==> config.mk <==
export PLATFORM = sky130hd
export DESIGN_NAME = hilo_muldiv
export DESIGN_NICKNAME = d
export VERILOG_FILES = /design/src/rtl/hilo_muldiv.sv
export SDC_FILE = /design/constraint.sdc
export NUM_CORES = 2
export LEC_CHECK = 0
export ABC_AREA = 1
export BUFFER_PORTS_ARGS = -buffer_cell sky130_fd_sc_hd__clkbuf_2
export CAP_MARGIN = 10
export CORE_UTILIZATION = 35
export DETAILED_ROUTE_END_ITERATION = 10
export MAX_ROUTING_LAYER = met4
export PLACE_DENSITY = 0.53
export REMOVE_ABC_BUFFERS = 1
export SYNTH_ARGS = -nofsm -noshare
export SYNTH_HDL_FRONTEND = slang
export SYNTH_SLANG_ARGS = --single-unit
==> constraint.sdc <==
create_clock -name clk -period 26 [get_ports clk]
set_input_delay 0 -clock clk [delete_from_list [all_inputs] [get_ports clk]]
set_output_delay 0 -clock clk [all_outputs]
set_load 0.02 [all_outputs]
==> src/rtl/hilo_muldiv.sv <==
// HILO register pair with a multi-cycle multiply/divide engine.
// MUL commits one edge after launch; DIV runs 32 restoring iterations, then commits.
module hilo_muldiv #(
  parameter int WIDTH = 32
) (
  input  logic             clk,
  input  logic             resetn,
  input  logic             hi_we,
  input  logic             lo_we,
  input  logic [WIDTH-1:0] hi_wdata,
  input  logic [WIDTH-1:0] lo_wdata,
  input  logic             start,
  input  logic [1:0]       md_op,
  input  logic [WIDTH-1:0] a,
  input  logic [WIDTH-1:0] b,
  input  logic             flush,
  output logic [WIDTH-1:0] hi_out,
  output logic [WIDTH-1:0] lo_out,
  output logic             busy,
  output logic             done
);

  localparam logic [1:0] S_IDLE = 2'd0;
  localparam logic [1:0] S_MUL  = 2'd1;
  localparam logic [1:0] S_DIV  = 2'd2;

  logic [1:0]         state_q, state_d;
  logic               sgn_q, sgn_d;
  logic [WIDTH-1:0]   a_q, a_d;
  logic [WIDTH-1:0]   b_q, b_d;
  logic [WIDTH-1:0]   rem_q, rem_d;
  logic [WIDTH-1:0]   quo_q, quo_d;
  logic [WIDTH-1:0]   dvs_q, dvs_d;
  logic [4:0]         cnt_q, cnt_d;
  logic [WIDTH-1:0]   hi_q, hi_d;
  logic [WIDTH-1:0]   lo_q, lo_d;
  logic               done_q, done_d;

  logic [2*WIDTH-1:0] ext_a_s, ext_b_s, prod_s;
  logic [WIDTH:0]     rem_shift_s, diff_s;
  logic               q_bit_s;
  logic [WIDTH-1:0]   rem_next_s, quo_next_s, rem_fix_s, quo_fix_s;

  function automatic logic [WIDTH-1:0] magnitude(input logic [WIDTH-1:0] v, input logic sgn);
    return (sgn && v[WIDTH-1]) ? ({WIDTH{1'b0}} - v) : v;
  endfunction

  // State register
  always_ff @(posedge clk or negedge resetn) begin
    if (!resetn) begin
      state_q <= S_IDLE;
    end else begin
      state_q <= state_d;
    end
  end

  // Next-state decode; flush forces IDLE ahead of start or commit
  always_comb begin
    state_d = state_q;
    if (flush) begin
      state_d = S_IDLE;
    end else begin
      case (state_q)
        S_IDLE: begin
          if (start) state_d = md_op[1] ? S_DIV : S_MUL;
          else       state_d = S_IDLE;
        end
        S_MUL:   state_d = S_IDLE;
        S_DIV: begin
          if (cnt_q == 5'd31) state_d = S_IDLE;
          else                state_d = S_DIV;
        end
        default: state_d = S_IDLE;
      endcase
    end
  end

  // Output decode
  always_comb begin
    busy = (state_q != S_IDLE);
  end

  assign hi_out = hi_q;
  assign lo_out = lo_q;
  assign done   = done_q;

  // Arithmetic: full-width product and one restoring division step
  always_comb begin
    ext_a_s     = {{WIDTH{sgn_q & a_q[WIDTH-1]}}, a_q};
    ext_b_s     = {{WIDTH{sgn_q & b_q[WIDTH-1]}}, b_q};
    prod_s      = ext_a_s * ext_b_s;
    rem_shift_s = {rem_q, quo_q[WIDTH-1]};
    diff_s      = rem_shift_s - {1'b0, dvs_q};
    q_bit_s     = ~diff_s[WIDTH];
    rem_next_s  = q_bit_s ? diff_s[WIDTH-1:0] : rem_shift_s[WIDTH-1:0];
    quo_next_s  = {quo_q[WIDTH-2:0], q_bit_s};
    quo_fix_s   = (sgn_q && (a_q[WIDTH-1] ^ b_q[WIDTH-1])) ? ({WIDTH{1'b0}} - quo_next_s) : quo_next_s;
    rem_fix_s   = (sgn_q && a_q[WIDTH-1]) ? ({WIDTH{1'b0}} - rem_next_s) : rem_next_s;
  end

  // Datapath next values: operand latch, iteration, HI/LO writes and commit
  always_comb begin
    sgn_d  = sgn_q;
    a_d    = a_q;
    b_d    = b_q;
    rem_d  = rem_q;
    quo_d  = quo_q;
    dvs_d  = dvs_q;
    cnt_d  = cnt_q;
    hi_d   = hi_q;
    lo_d   = lo_q;
    done_d = 1'b0;
    if (!flush) begin
      case (state_q)
        S_IDLE: begin
          if (hi_we) hi_d = hi_wdata;
          else       hi_d = hi_q;
          if (lo_we) lo_d = lo_wdata;
          else       lo_d = lo_q;
          if (start) begin
            sgn_d = ~md_op[0];
            a_d   = a;
            b_d   = b;
            rem_d = {WIDTH{1'b0}};
            quo_d = magnitude(a, ~md_op[0]);
            dvs_d = magnitude(b, ~md_op[0]);
            cnt_d = 5'd0;
          end else begin
            cnt_d = cnt_q;
          end
        end
        S_MUL: begin
          hi_d   = prod_s[2*WIDTH-1:WIDTH];
          lo_d   = prod_s[WIDTH-1:0];
          done_d = 1'b1;
        end
        S_DIV: begin
          rem_d = rem_next_s;
          quo_d = quo_next_s;
          cnt_d = cnt_q + 5'd1;
          if (cnt_q == 5'd31) begin
            // Divide by zero bypasses the sign fixup: LO all ones, HI the raw dividend
            if (b_q == {WIDTH{1'b0}}) begin
              lo_d = {WIDTH{1'b1}};
              hi_d = a_q;
            end else begin
              lo_d = quo_fix_s;
              hi_d = rem_fix_s;
            end
            done_d = 1'b1;
          end else begin
            done_d = 1'b0;
          end
        end
        default: begin
          done_d = 1'b0;
        end
      endcase
    end else begin
      done_d = 1'b0;
    end
  end

  // Datapath and HI/LO registers
  always_ff @(posedge clk or negedge resetn) begin
    if (!resetn) begin
      sgn_q  <= 1'b0;
      a_q    <= {WIDTH{1'b0}};
      b_q    <= {WIDTH{1'b0}};
      rem_q  <= {WIDTH{1'b0}};
      quo_q  <= {WIDTH{1'b0}};
      dvs_q  <= {WIDTH{1'b0}};
      cnt_q  <= 5'd0;
      hi_q   <= {WIDTH{1'b0}};
      lo_q   <= {WIDTH{1'b0}};
      done_q <= 1'b0;
    end else begin
      sgn_q  <= sgn_d;
      a_q    <= a_d;
      b_q    <= b_d;
      rem_q  <= rem_d;
      quo_q  <= quo_d;
      dvs_q  <= dvs_d;
      cnt_q  <= cnt_d;
      hi_q   <= hi_d;
      lo_q   <= lo_d;
      done_q <= done_d;
    end
  end

endmodule

Yosys cells after proc, flatten, opt, wreduce, memory -nomap -nowiden

Index checks and enable logic that the tools add are counted.

Register bits after elaboration: 233
Bits in latches: 0
Bits in writable memories: 0
Memory bits (read-only): 0
Input port bits: 136
Output and inout bits: 66
Word-level logic and storage cells: 71
Memories kept: 0

Add/sub/neg operators: 6
$mul: 1
Div/mod/pow operators: 0
Magnitude comparators: 0
Equality and inequality tests: 7
Shifts and indexed selects: 0
Multiplexer cells: 27
Bitwise operators: 6
Reductions and logical operators: 13

Operators by type and width:

| kind                  | count |
|---|---|
| $mux 32               | 13 |
| $pmux 32 s3           | 2 |
| $pmux 32 s2           | 2 |
| $sub 1x32->32 const A | 4 |
| $mul 33x33->64        | 1 |
| $sub 33x32->33        | 1 |
| $logic_not 32->1      | 1 |
| $pmux 5 s2            | 1 |
| $mux 2                | 4 |
| $ne 2x2->1 const B    | 4 |
| $reduce_and 4->1      | 2 |
| $reduce_and 3->1      | 2 |
| $add 5x1->5 const B   | 1 |
| $eq 5x5->1 const B    | 1 |
| $mux 5                | 1 |
| $logic_and 1x1->1     | 4 |
| $pmux 2 s2            | 1 |
| $reduce_bool 2->1     | 2 |
| $not 1->1             | 3 |
| $reduce_bool 3->1     | 1 |
| $and 1x1->1           | 2 |
| $eq 2x1->1 const B    | 1 |
| $eq 2x2->1 const B    | 1 |
| $logic_not 2->1       | 1 |
| other kinds (3)       | 4 |

Longest topological paths before layout

Word-level depth: 7
Depth in mapped cells: 38
Mapped depth without buffers: 36

Least setup slack after synthesis

OpenSTA, ideal clock, no wires.

Kind: register to register
From: reg a_q[31]
To: reg hi_q[30], in the netlist hi_out[30]
Library setup time: 0.116 ns
Data arrival time: 8.059 ns
Required time: 25.884 ns
Path slack: 17.824 ns
Cell stages (with the launch flop): 35
Buffers on the path: 4
Clock period less this slack: 8.176 ns
Cell sequence: dfrtp_1 clkbuf_1 nand2_1 clkbuf_1 clkbuf_1 clkbuf_1 nor2_1 fa_1 inv_1 fa_1 inv_1 fa_1 inv_1 fa_1 inv_1 fa_1 inv_1 fa_1 fa_1 fa_1 inv_1 ha_1 a21oi_1 nor3_1 a211oi_1 o221ai_1 a21oi_1 nand2_1 or2_2 nand3_1 nand2_1 inv_1 nand2_1 nand2_1 nand2_1

Cells in the longest elaborated chain, start to end: 5
Elaborated cells on any way between the ends: 7
Classes of those cells: mul (1); mux (4); bitwise (1); reduce/logical (1)

Ends and longest elaborated chain:

| item                                                   | line | source |
|---|---|---|
| start: declaration                                     | 29   | `logic [WIDTH-1:0] a_q, a_d;` |
| start signal: assignment                               | 168  | `a_q <= {WIDTH{1'b0}};` |
| branches (longest 4 deep; another with $mul 33x33->64) | -    |  |
| $pmux 32 s3 *                                          | 114  | `case (state_q)` |
| end signal: assignment                                 | 174  | `hi_q <= {WIDTH{1'b0}};` |
| end signal: assignment                                 | 185  | `hi_q <= hi_d;` |
| end: declaration                                       | 35   | `logic [WIDTH-1:0] hi_q, hi_d;` |

Mark *: on every way between the ends. The select of a mux whose other input is x is not followed.
A chain may end at the register's enable or synchronous reset.

Final worst setup path

From: reg sgn_q
To: reg hi_q[28], in the netlist hi_out[28]

Cells in the longest elaborated chain, start to end: 5
Elaborated cells on any way between the ends: 8
Classes of those cells: mul (1); mux (4); bitwise (2); reduce/logical (1)

Ends and longest elaborated chain:

| item                                                   | line | source |
|---|---|---|
| start: declaration                                     | 28   | `logic sgn_q, sgn_d;` |
| start signal: assignment                               | 178  | `sgn_q <= sgn_d;` |
| branches (longest 4 deep; another with $mul 33x33->64) | -    |  |
| $pmux 32 s3 *                                          | 114  |  |

Marked as above.

==> results.md <==
* Status: complete, no violations
* RSZ-0062 raised after global routing: false
* Largest net degree at the start of global routing at 106
* Crit path largest cell delay at 960 ps
* Slew @ Worst Pin at ~1100 ps
* Setup bufs post-CTS at 0
* Crit path capture type: flip-flop
* Routability cong. at 0.9799
* Number of synthesized flops with an enable pin at 0
* Antenna violations before repair at 10
* Vias in the first global route at 50250
* H-tree depth at 2
* Routed Antenna Nets at 0
* Number of gates resized after CTS at 0
* Seq/Total Area, Yosys at 10.45%
* Synthesized area per cell at 7.556 um2
* Initial Util at 35.42%
* Die X at around 400 um
* Fill count at 16490
* Most numerous cell in the Yosys netlist: nand2_1
* Mapped Area at 55580 um2
* Clk Latency, worst-skew pair at 590 ps
* DR vias at between 40000 and 50000
* Worst hold path type: input port to flip-flop
* Total grt overflow at 0
* Arrival @ worst endpoint at 10360 ps
* Most frequent CP cell: inv_1
* WL/cell at 21.72 um
* CP Launch Type: flip-flop
* MaxCap Viol Count at 0
* Async set-reset flop share out of synthesis at 100.0%
* Die ar. at 160400 um2
* Drt total wl at between 200000 and 250000 um
* Area Overhead vs Synth at 10.20%
* Root buffer cell: clkbuf_16
* Max-slew violations at 0
* # rows at 145
* Crit Path Max Fanout at 29
* Ys flop type: dfrtp_1
* Die boundary height at 400.5 um
* First-pass GRT wire length at 318800 um
* Yosys top cell area share at 40.56%
* Clock sink count at 232
* CTS Buffer Depth at 3
* 1st-iter DRT viols at 3925
* WP data required at between 20000 and 30000 ps
* Clock-pin slew on the worst setup and hold paths at 60 ps
* Vias per cell at 5.018
* Max Clk Rate at 101.1 MHz
* Residual DRC count at 0
* Final worst path period share at approximately two fifths
* All-layer global routing usage at 27.07%
* CTS tree: yes
* Yosys reg bits at 232
* Final Hold Vio Count at 0
* Final setup vio count at 0
* Cts hold-fix bufs at 147
* Clock skew at 20.24 ps
* Top post-synthesis cells by area: fa_1 41%, nand2_1 13%, inv_1 13%, dfrtp_1 10%, ha_1 5.7%
* Core Region at 156900 um2
* Min cycle time layout at 9894 ps
* Detailed Place HPWL at 166100 um
* TNS Setup at 0 ps
* Area leader, netlist: fa_1
* I/O pin total at between 200 and 250
* Mapped Cells at 7356
* Num CTS Buffers at 35
* Nets at 8999
* Port buffer count at roughly 200
* Worst slew margin at 23.71%
* CP max stage cell: fa_1
* Share of cells above drive strength 1 at 6.180%
* Syn. warnings at 0
* Most instantiated cells after synthesis: 1946 x nand2_1, 1913 x inv_1, 1126 x fa_1
* DR pass1 iterations at 6
* CP Class: flip-flop to flip-flop
* Yosys cell types at 54
==> placed cells by master, fill, tap and decap left out, types with 147 or more instances in the layout <==
| master | netlist | layout |
|---|---|---|
| a21oi_1 | 235 | 234 |
| clkbuf_2 | 0 | 200 |
| dfrtp_1 | 232 | 229 |
| dlygate4sd3_1 | 0 | 147 |
| fa_1 | 1126 | 1126 |
| ha_1 | 255 | 253 |
| inv_1 | 1913 | 1912 |
| nand2_1 | 1946 | 1946 |
| nand3_1 | 172 | 172 |
| nor2_1 | 347 | 346 |
| o21ai_0 | 289 | 289 |
==> path summary, 6_finish.rpt <==
check / from / end / slack, ps / depth (start not counted)
min in group asynchronous: resetn / lo_out[5]$_DFFE_PN0P_ / 120 / 2
max in group asynchronous: resetn / b_q[22]$_DFFE_PN0P_ / 24180 / 3
min reg2reg: hi_out[30]$_DFFE_PN0P_ / hi_out[30]$_DFFE_PN0P_ / 480 / 2
max: sgn_q$_DFFE_PN0P_ / hi_out[28]$_DFFE_PN0P_ / 16110 / 30
min: lo_we / lo_out[5]$_DFFE_PN0P_ / 110 / 6
max reg2reg: sgn_q$_DFFE_PN0P_ / hi_out[28]$_DFFE_PN0P_ / 16110 / 30
==> cell type report <==
class	count	area, um2	area share [%]
clock buffer	48	984.7	1.608
antenna	9	22.52	0.03677
multi-input combinational	4835	41180	67.24
timing repair buffer	455	3303	5.393
clock inverter	15	153.9	0.2513
tap	2058	2575	4.204
sequential	232	5809	9.485
inverter	1923	7218	11.79
==> state kept, by name (all words and copies together), names as in the netlist <==
signal	count
sgn_q	1
hi_out	32
lo_out	32
state_q	2
cnt_q	5
done	1
rem_q	32
dvs_q	31
a_q	32
b_q	32
quo_q	32
==> stage by stage <==
step | util [%] | hold slack [ps] | area (um2) | std cells | worst slack [ps]
5_1_grt | 39.02 | 99.07 | 61240 | 9572 | 15660
4_1_cts | 39.01 | 65.99 | 61230 | 9566 | 16170
6_report | 39.03 | 105.5 | 61250 | 9575 | 16110
3_3_place_gp | 37.34 | 153.4 | 58600 | 9354 | 16320
2_1_floorplan | - | -295.6 | 54160 | 6990 | 17040
3_5_place_dp | 37.35 | 148.4 | 58620 | 9356 | 16250
==> per-layer routing <==
| layer | routed length, um | GRT usage (%) | up-vias |
|---|---|---|---|
| li1 | - | - | 21720 |
| met1 | 92590 | 36.66 | 24450 |
| met2 | 96300 | 43.11 | 1627 |
| met3 | 12470 | 2.859 | 248 |
| met4 | 6603 | 7.308 | 0 |
| met5 | 0 | - | - |
==> worst max-delay path, delay by kind of cell, from the launching register on <==
kind | cells | cell delay [ps]
fa+ha+maj | 9 | 5120
simple gates | 8 | 1320
buf+inv | 10 | 1710
compound gates | 2 | 980
xor+xnor | 1 | 180
flops | 1 | 440
==> logic make-up (layout without fill, tap and decap cells) <==
kind of cell | Yosys count | after routing | share of synthesized area, %
buf+inv | 2289 | 2441 | 15.54
simple gates | 2651 | 2651 | 19.13
fa+ha+maj | 1381 | 1381 | 46.30
xor+xnor | 63 | 63 | 0.9927
mux | 1 | 1 | 0.01801
flops | 232 | 232 | 10.45
compound gates | 739 | 739 | 7.577
other cells | 0 | 9 | 0
Power is left out: the tool's default activity adds up to more than one toggle a clock period on the data nets, which glitch-free logic cannot reach.
